$ cat src/rtl/calc_pkg.sv
// Shared types for the calculator controller: opcodes, FSM states, default width.
// The build option CALC_ACUMULADOR_EN decides which opcodes are supported.
package calc_pkg;

  localparam int CALC_WIDTH = 8;

  typedef enum logic [1:0] {
    OP_SOMA     = 2'b00,
    OP_SUB      = 2'b01,
    OP_ACC_SOMA = 2'b10,
    OP_ACC_SUB  = 2'b11
  } op_t;

  typedef enum logic [1:0] {
    IDLE  = 2'b00,
    CARGA = 2'b01,
    EXEC  = 2'b10,
    FIM   = 2'b11
  } state_t;

  // Accumulator opcodes only count as supported when the accumulator path is built.
  function automatic logic op_supported(input op_t op);
`ifdef CALC_ACUMULADOR_EN
    return op inside {OP_SOMA, OP_SUB, OP_ACC_SOMA, OP_ACC_SUB};
`else
    return op inside {OP_SOMA, OP_SUB};
`endif
  endfunction

endpackage

$ cat src/rtl/ula_calc.sv
// Combinational add/subtract unit; carry is the sum carry-out or the subtract borrow.
// Outputs are forced to zero while enable is low.
module ula_calc
  import calc_pkg::*;
#(
  parameter int WIDTH = CALC_WIDTH
) (
  input  logic [WIDTH-1:0] a,
  input  logic [WIDTH-1:0] b,
  input  op_t              op,
  input  logic             enable,
  output logic [WIDTH-1:0] result,
  output logic             carry
);

  always_comb begin
    result = '0;
    carry  = 1'b0;
    if (enable) begin
      case (op)
        OP_SOMA, OP_ACC_SOMA: {carry, result} = {1'b0, a} + {1'b0, b};
        OP_SUB, OP_ACC_SUB:   {carry, result} = {1'b0, a} - {1'b0, b};
        default:              {carry, result} = '0;
      endcase
    end
  end

endmodule

$ cat src/rtl/controle_calc.sv
// Four-state calculator controller (IDLE -> CARGA -> EXEC -> FIM) around ula_calc.
// Define CALC_ACUMULADOR_EN to build the ACC_SOMA / ACC_SUB path (held S as operand A).
module controle_calc
  import calc_pkg::*;
#(
  parameter int WIDTH = CALC_WIDTH
) (
  input  logic             clk,
  input  logic             rst,
  input  logic             start,
  input  logic [1:0]       op,
  input  logic [WIDTH-1:0] A,
  input  logic [WIDTH-1:0] B,
  output logic [WIDTH-1:0] S,
  output logic             carry,
  output logic             zero,
  output logic             erro,
  output logic             busy,
  output logic             done,
  output state_t           fsm_state
);

  // Handshake: start is only looked at in IDLE; busy covers CARGA/EXEC/FIM and
  // done is high for the single FIM cycle, when S and the flags are already valid.

  state_t           state, next_state;
  op_t              op_q;
  logic [WIDTH-1:0] a_q, b_q;
  logic [WIDTH-1:0] alu_a, alu_result;
  logic             alu_carry, alu_en;

  always_ff @(posedge clk or posedge rst) begin
    if (rst) state <= IDLE;
    else     state <= next_state;
  end

  always_comb begin
    next_state = state;
    alu_en     = 1'b0;
    case (state)
      IDLE:  if (start) next_state = CARGA;
      CARGA: next_state = EXEC;
      EXEC: begin
        alu_en     = 1'b1;
        next_state = FIM;
      end
      FIM:   next_state = IDLE;
      default: next_state = IDLE;
    endcase
  end

  always_ff @(posedge clk or posedge rst) begin
    if (rst) begin
      op_q <= OP_SOMA;
      a_q  <= '0;
      b_q  <= '0;
    end else if (state == CARGA) begin
      op_q <= op_t'(op);
      a_q  <= A;
      b_q  <= B;
    end
  end

`ifdef CALC_ACUMULADOR_EN
  assign alu_a = (op_q == OP_ACC_SOMA || op_q == OP_ACC_SUB) ? S : a_q;
`else
  assign alu_a = a_q;
`endif

  ula_calc #(.WIDTH(WIDTH)) u_ula (
    .a      (alu_a),
    .b      (b_q),
    .op     (op_q),
    .enable (alu_en),
    .result (alu_result),
    .carry  (alu_carry)
  );

  // Unsupported opcodes keep S, clear carry and re-derive zero from the held S.
  always_ff @(posedge clk or posedge rst) begin
    if (rst) begin
      S     <= '0;
      carry <= 1'b0;
      zero  <= 1'b1;
      erro  <= 1'b0;
    end else if (alu_en) begin
      if (op_supported(op_q)) begin
        S     <= alu_result;
        carry <= alu_carry;
        zero  <= (alu_result == '0);
        erro  <= 1'b0;
      end else begin
        carry <= 1'b0;
        zero  <= (S == '0);
        erro  <= 1'b1;
      end
    end
  end

  assign busy      = (state != IDLE);
  assign done      = (state == FIM);
  assign fsm_state = state;

endmodule

$ cat config.mk
export PLATFORM = sky130hd
export DESIGN_NAME = controle_calc
export DESIGN_NICKNAME = d
export VERILOG_FILES = /design/src/rtl/calc_pkg.sv /design/src/rtl/ula_calc.sv /design/src/rtl/controle_calc.sv
export SDC_FILE = /design/constraint.sdc
export NUM_CORES = 1
export LEC_CHECK = 0
export CORE_AREA = 2 2 62 94
export DETAILED_ROUTE_END_ITERATION = 10
export DIE_AREA = 0 0 64 96
export PLACE_DENSITY = 0.71
export SYNTH_ARGS = -nofsm -noshare
export SYNTH_HDL_FRONTEND = slang
export SYNTH_HIERARCHICAL = 1
export SYNTH_SLANG_ARGS = --single-unit
$ cat constraint.sdc
create_clock -name clk -period 6.7 [get_ports clk]
set_clock_uncertainty 0.05 [all_clocks]
set_input_delay 2.01 -clock clk [delete_from_list [all_inputs] [get_ports clk]]
set_output_delay 2.01 -clock clk [all_outputs]
set_load 0.1 [all_outputs]
==> run_results.csv <==
group,metric,value,unit
placement,place_hpwl,2.92,mm
timing,slew_violations,0,
logic_synthesis,syn_area_per_cell,11.4,um^2
logic_synthesis,ys_seq_area_frac,0.375,
timing,period_minus_slack,4.23,ns
layout,layout-drive-gt1-share,0.195,
die,coreArea,5330,um^2
clocking,ctsRootBufferMaster,"clkbuf_8",
grt,grt_first_pass_wirelength,6.40,mm
route,wl_met2,1.91,mm
setup_path,path_delay_family,"buffers and inverters",
route,drcViolationCount,0,
logic_synthesis,synth.area.top_cells,"dfrtp_1, ha_1, mux2_2",
layout,final_area,2560,um^2
route,dr_wl_met3,138,um
clocking,cts_resized,0,
logic_synthesis,synthDistinctLibCells,45,
placement,gp_congestion,0.897,
layout,syn2layout_area_growth,23.5,%
clocking,ctsLongestPathBuffers,2,
placement,placed_area,2460,um^2
logic_synthesis,synthArstFlopShare,1.00,
clocking,postCtsHoldBufs,0,
clocking,worst_skew_pair.late_latency,0.28,ns
layout,layout.nets,263,
setup_path,start_kind,"flop",
logic_synthesis,yosys.area.top_type_share,0.362,
timing,post-route-period-util,0.632,
status,status,"complete, no violations",
route,postRouteWirelength,3.71,mm
logic_synthesis,yosys_register_bits,31,
layout,nFillCells,503,
die,initial_core_util,0.389,
route,dr_total_vias,1475,
logic_synthesis,synthFlopType,"dfrtp_1",
route,ant_nets,0,
route,drt_pre_antenna_iters,4,
timing,setup_viol,0,
logic_synthesis,yosys_warnings,6,
setup_path,arrival,2.17,ns
logic_synthesis,syn-num-nets,226,
timing,grt_setup_unrepaired,"false",
setup_path,crit_top_cell,"inv_1",
route,via_per_inst,5.09,
min_path,hp-class,"reg2reg",
setup_path,required,4.64,ns
timing,tightestPinTransition,0.966,ns
timing,final-hold-violation-count,0,
timing,max_slew_margin,0.354,
timing,timing.fmax,236,MHz
clocking,htreeDepth,2,
setup_path,worstPathCellList,"inv_1, ha_1, inv_1, clkdlybuf4s50_1",
logic_synthesis,synth_edf_count,0,
setup_path,critical-path-max-stage-delay,1.12,ns
clocking,clkSinkCount,31,
setup_path,crit_type,"reg2out",
setup_path,path_max_fanout,4,
die,die_w,64,um
logic_synthesis,syn-cell-area,2070,um^2
timing,fin_tns_setup,0,ns
grt,grt_pass1_vias,1449,
die,num_rows,33,
route,maxUsedRoutingLayer,"met4",
route,first_iter_violations,43,
layout,final_cell_mix,"clkdlybuf4s50_1, dfrtp_1, ha_1",
logic_synthesis,yosys.area.top_type,"dfrtp_1",
clocking,tritoncts,"yes",
grt,overflow,0,
layout,final_common_cell,"clkdlybuf4s50_1",
run,max_cap_viol_count,0,
setup_path,critical-path-slowest-cell,"clkdlybuf4s50_1",
grt,grt_use_total,0.136,
setup_path,critPathBufInv,3,
setup_path,crit_path_end_kind,"primary output",
die,die_y,96,um
clocking,cts_buffers,5,
timing,whs,0.437,ns
die,die-area,6140,um^2
grt,grt_max_degree,32,
clocking,cts_setup_buffers,0,
placement,portBuffers,35,
grt,antenna_found_initial,0,
clocking,clk_transition_reported_paths,0.07,ns
route,routedWlPerCell,12.8,um
die,io_pins,36,
logic_synthesis,synthCells,182,
route,wl_met1,1.49,mm
layout,n_antenna_cell,0,
## registers in the layout, indices dropped and copies added (netlist names)
name,flops
S,8
carry,1
a_q,8
b_q,8
erro,1
fsm_state,2
zero,1
op_q,2
## final timing paths
kind	start	end	slack [ns]	cells after the start
setup / recovery	fsm_state[0]	busy	2.47	4
hold / removal	zero	zero	0.44	2
setup reg to reg	a_q[2]	zero	4.19	9
hold reg to reg	zero	zero	0.44	2
max in group asynchronous	rst	zero	4.24	3
min in group asynchronous	rst	op_q[1]	2.05	3
## through the flow
step,std cells,setup WS (ns),utilization
after floorplan,182,2.64,-
after global placement,282,2.80,0.462
after detailed placement,282,2.75,0.462
after CTS,290,2.44,0.480
after global routing,290,2.36,0.480
final,290,2.47,0.480
## final cells by class
class | count | area [um^2] | area share
sequential | 31 | 777 | 0.304
timing repair buffer | 36 | 358 | 0.140
inverter | 20 | 75.1 | 0.0293
clock buffer | 8 | 100 | 0.0391
tap | 70 | 87.6 | 0.0342
multi-input combinational | 125 | 1160 | 0.454
## layer usage
layer / global-route usage / up-vias
met5: 0 / -
met4: 0.0942 / 0
met3: 0.0316 / 12
met2: 0.234 / 42
met1: 0.147 / 704
li1: - / 717
## logic make-up (layout without fill, tap and decap cells)
family / after synthesis / after routing / synth area share
flops: 31 / 31 / 0.375
compound gates: 29 / 29 / 0.111
buf+inv: 26 / 64 / 0.0646
fa+ha+maj: 23 / 23 / 0.146
xor+xnor: 3 / 3 / 0.0127
mux: 32 / 32 / 0.186
simple gates: 38 / 38 / 0.104
## cells in the mapped netlist, types with 3 or more instances
master and instances:
a21oi_1 8, and2_1 4, dfrtp_1 30, ha_1 21, inv_1 19, mux2_2 20
mux2_4 8, mux2i_1 4, nand2_1 7, nand2b_1 4, nand3_1 4, nor2_1 4
nor2b_1 4, nor4_1 4, o21ai_0 4, xnor2_1 3
## worst min-delay path: stages (launching register included)
cell and delay, ns:
dfstp_2 0.37, nand2b_1 0.06, nand3_1 0.06
Power is not shown: default switching activity piles up to over one toggle a cycle in this logic, so the estimate is an artifact.
==> edit 1, RTL diff (same flow settings) <==
Register the outputs `busy` and `done`; this adds one clock of latency there. The other outputs are not delayed to match. Comments in the files are not updated.
--- a/src/rtl/controle_calc.sv
+++ b/src/rtl/controle_calc.sv
@@ -97,8 +97,10 @@
     end
   end
 
-  assign busy      = (state != IDLE);
-  assign done      = (state == FIM);
+  always_ff @(posedge clk) begin
+    busy <= (state != IDLE);
+    done <= (state == FIM);
+  end
   assign fsm_state = state;
 
 endmodule
Check against the original RTL: not equivalent (a bounded check fails within 4 cycles, from zero or initial values and one cycle with rst high).
==> edit 1 against the original RTL <==
- sequential cell count is 2 higher
- global-route usage is 0.53 points higher
- synthesized cell count is 1.1% higher
- via count is 1.4% lower
- routed wire length is 4.8% higher
- non-clock buffer count stayed put
- count of clock-buffer cells in the layout is 1 lower
- design area is 2.2% higher
- setup slack better by 0.24 ns
- critical path depth is 3 lower
- synthesized area is 1.9% higher
Power is not shown: default switching activity piles up to over one toggle a cycle in this logic, so the estimate is an artifact.
==> edit 1: results (changes against the original RTL) <==
CP Max Fanout: 2 (was 4)
Least-Margin Pin Slew: 0.9787 ns (was 0.9660 ns)
Met3 usage: 2.105% (was 3.158%)
Fin nets: 265 (was 263)
Placed wire-length estimate: 3029 um (was 2923 um)
Routing usage on met2: 26.65% (was 23.44%)
Routed WL per cell: 13.31 um (was 12.78 um)
Share of cells above drive strength 1: 19.37% (was 19.55%)
CP arrival: 1.94 ns (was 2.17 ns)
Net Count, Synth: 228 (was 226)
Total track usage: 14.17% (was 13.63%)
1st-iter DRT viols: 54 (was 43)
GRT met1 Usage: 15.00% (was 14.75%)
Post-DP Area: 2499 um^2 (was 2459 um^2)
Top post-synthesis cells by count: dfrtp_1, ha_1, mux2_2 (unchanged)
Gpl congestion: 0.8038 (was 0.8970)
Distinct cells, synth: 46 (was 45)
Post-Route WL: 3886 um (was 3707 um)
Reg2reg path depth: 8 (was 9)
Global-route wire length before repair: 6672 um (was 6403 um)
Syn Inst Count: 184 (was 182)
# diodes: 0 (unchanged)
Post-synthesis sequential area ratio: 38.68% (was 37.50%)
Filler cell count: 451 (was 503)
Vias in the first global route: 1,505 (was 1,449)
Post-synthesis async set-or-reset flop share: 93.94% (was 100.0%)
Dpl cells: 284 (was 282)
Vias per cell: 4.983 (was 5.086)
Outcome: finished clean (unchanged)
-- edit 1: cell type report --
type	count	area share [%]
multi-input combinational	125	44.40
sequential	33	31.24
timing repair buffer	36	13.68
tap	70	3.349
clock buffer	7	3.301
inverter	20	2.871
clock inverter	1	1.148
-- edit 1: path summary, 6_finish.rpt --
check | startpoint | to | slack, ns
worst max-delay path | zero | zero | 2.70
min in group asynchronous | rst | erro | 2.05
worst min-delay path | zero | zero | 0.46
worst max register to register | a_q[3] | zero | 4.19
max in group asynchronous | rst | zero | 4.24
worst min register to register | zero | zero | 0.46
-- edit 1: logic make-up (layout without fill, tap and decap cells) --
group / Yosys count / in the layout / synth area share [%]
AND/OR/NAND/NOR: 38 / 38 / 10.25
flip-flops: 33 / 33 / 38.69
multiplexers: 32 / 32 / 18.25
AO/OA/AOI/OAI: 29 / 29 / 10.90
buffers and inverters: 26 / 64 / 6.338
adder cells (fa/ha/maj): 23 / 23 / 14.34
XOR/XNOR: 3 / 3 / 1.244
-- edit 1: tightest hold or removal path, cell delays in order (launching register included) --
cell and delay, ns:
dfstp_2 0.37, nand2b_1 0.06, nand3_1 0.07
-- edit 1: layer usage --
| metal | wire (um) | part of all wire (%) |
|---|---|---|
| met5 | 0 | 0 |
| met4 | 97 | 2.5 |
| met3 | 111 | 2.9 |
| met2 | 2113 | 54 |
| met1 | 1563 | 40 |
-- edit 1: per-stage QoR --
step	util, %	worst slack, ns
2_1_floorplan	-	3.698
3_3_place_gp	46.91	3.016
3_5_place_dp	46.91	3.011
4_1_cts	49.10	2.692
5_1_grt	49.10	2.669
6_report	49.10	2.704
==> edit 2, RTL diff (config.mk and constraints unchanged) <==
Without the edit above. Add a define of `CALC_ACUMULADOR_EN`.
--- a/src/rtl/calc_pkg.sv
+++ b/src/rtl/calc_pkg.sv
@@ -1,5 +1,7 @@
 // Shared types for the calculator controller: opcodes, FSM states, default width.
 // The build option CALC_ACUMULADOR_EN decides which opcodes are supported.
+`define CALC_ACUMULADOR_EN
+
 package calc_pkg;
 
   localparam int CALC_WIDTH = 8;
Function: changed (a bounded check fails within 4 cycles, from zero or initial values and one cycle with rst high).
==> edit 2 against the original RTL <==
- routed wire length grew 12%
- sequential cell count unchanged
- largest cell class unchanged
- register-to-register slack got worse by 0.69 ns
- critical path type unchanged
- die area did not move
- via count down 0.54%
- setup slack gained 0.0089 ns
- design area increased by 1.6%
- synthesized area grew 3.1%
- sequential share of layout area is 0.48 points lower
Power is left out: the tool's default activity adds up to more than one toggle a clock period on the data nets, which glitch-free logic cannot reach.
==> edit 2: results (changes against the original RTL) <==
Gpl congestion: 0.8991 (was 0.8970)
Syn Inst Count: 185 (was 182)
Vias in the first global route: 1,498 (was 1,449)
Multi-In Gates: 127 (was 125)
Outcome: finished clean (unchanged)
Post-Layout Cell Count: 292 (was 290)
CTS Buffer Depth: 2 (unchanged)
Net Count, Synth: 229 (was 226)
Compound-Gate Fraction of Synth Area: 10.77% (was 11.11%)
Seq/total area: 29.88% (was 30.37%)
NonClk Buf Share: 13.76% (was 13.99%)
Placed wire-length estimate: 3115 um (was 2923 um)
Reg2reg path depth: 8 (was 9)
Reg2reg setup slack: 3.50 ns (was 4.19 ns)
HP Class: flip-flop to flip-flop (unchanged)
Routing usage on met2: 26.30% (was 23.44%)
Post-synthesis mux area share: 23.07% (was 18.60%)
Share of cells above drive strength 1: 22.07% (was 19.55%)
Post-synthesis sequential area ratio: 36.36% (was 37.50%)
Dpl cells: 284 (was 282)
Distinct cells, synth: 44 (was 45)
Top post-synthesis cells by count: dfrtp_1, mux2_2, ha_1 (was dfrtp_1, ha_1, mux2_2)
Fin nets: 265 (was 263)
Met3 usage: 1.754% (was 3.158%)
Filler cell count: 499 (was 503)
Global-route wire length before repair: 7031 um (was 6403 um)
Initial antenna violation count: 0 (unchanged)
1st-iter DRT viols: 23 (was 43)
Multi-input combinational area share: 46.97% (was 45.38%)
Routed vias: 1,467 (was 1,475)
Synth Area in XOR/XNOR: 1.230% (was 1.268%)
Largest cells by area after synthesis: dfrtp_1, mux2_2, ha_1 (was dfrtp_1, ha_1, mux2_2)
Port Buffers: 35 (unchanged)
GRT met1 Usage: 17.75% (was 14.75%)
Total track usage: 14.77% (was 13.63%)
Adder-Cell Fraction of Synth Area: 14.17% (was 14.61%)
Reg2reg start: op_q[1] (was a_q[2])
Post-Route WL: 4168 um (was 3707 um)
Layout clock area frac: 3.128% (was 3.912%)
CLK BUF: 7 (was 8)
Slew HR: 28.52% (was 35.40%)
-- edit 2: routing by layer --
metal / up-vias / part of all wire [%]
met3: 5 / 1.6
met4: 0 / 1.8
li1: 725 / -
met2: 17 / 52
met5: - / 0
met1: 720 / 45
-- edit 2: per-stage QoR --
step / cell area, um^2 / util, % / hold WS, ns / setup slack [ns]
floorplan: 2137 / - / 0.4266 / 2.631
global placement: 2519 / 47.29 / 0.4362 / 2.793
detailed placement: 2519 / 47.29 / 0.4363 / 2.769
CTS: 2600 / 48.81 / 0.4574 / 2.461
global route: 2600 / 48.81 / 0.4835 / 2.374
finish: 2600 / 48.81 / 0.4559 / 2.475
-- edit 2: worst min-delay path by stage --
stage,from,to,slack [ns],cells past startpoint
after floorplan,a_q[0],a_q[0],0.43,1
after global placement,erro,erro,0.44,1
after detailed placement,erro,erro,0.44,1
after CTS,erro,erro,0.46,1
after global routing,a_q[1],a_q[1],0.48,1
final,erro,erro,0.46,1
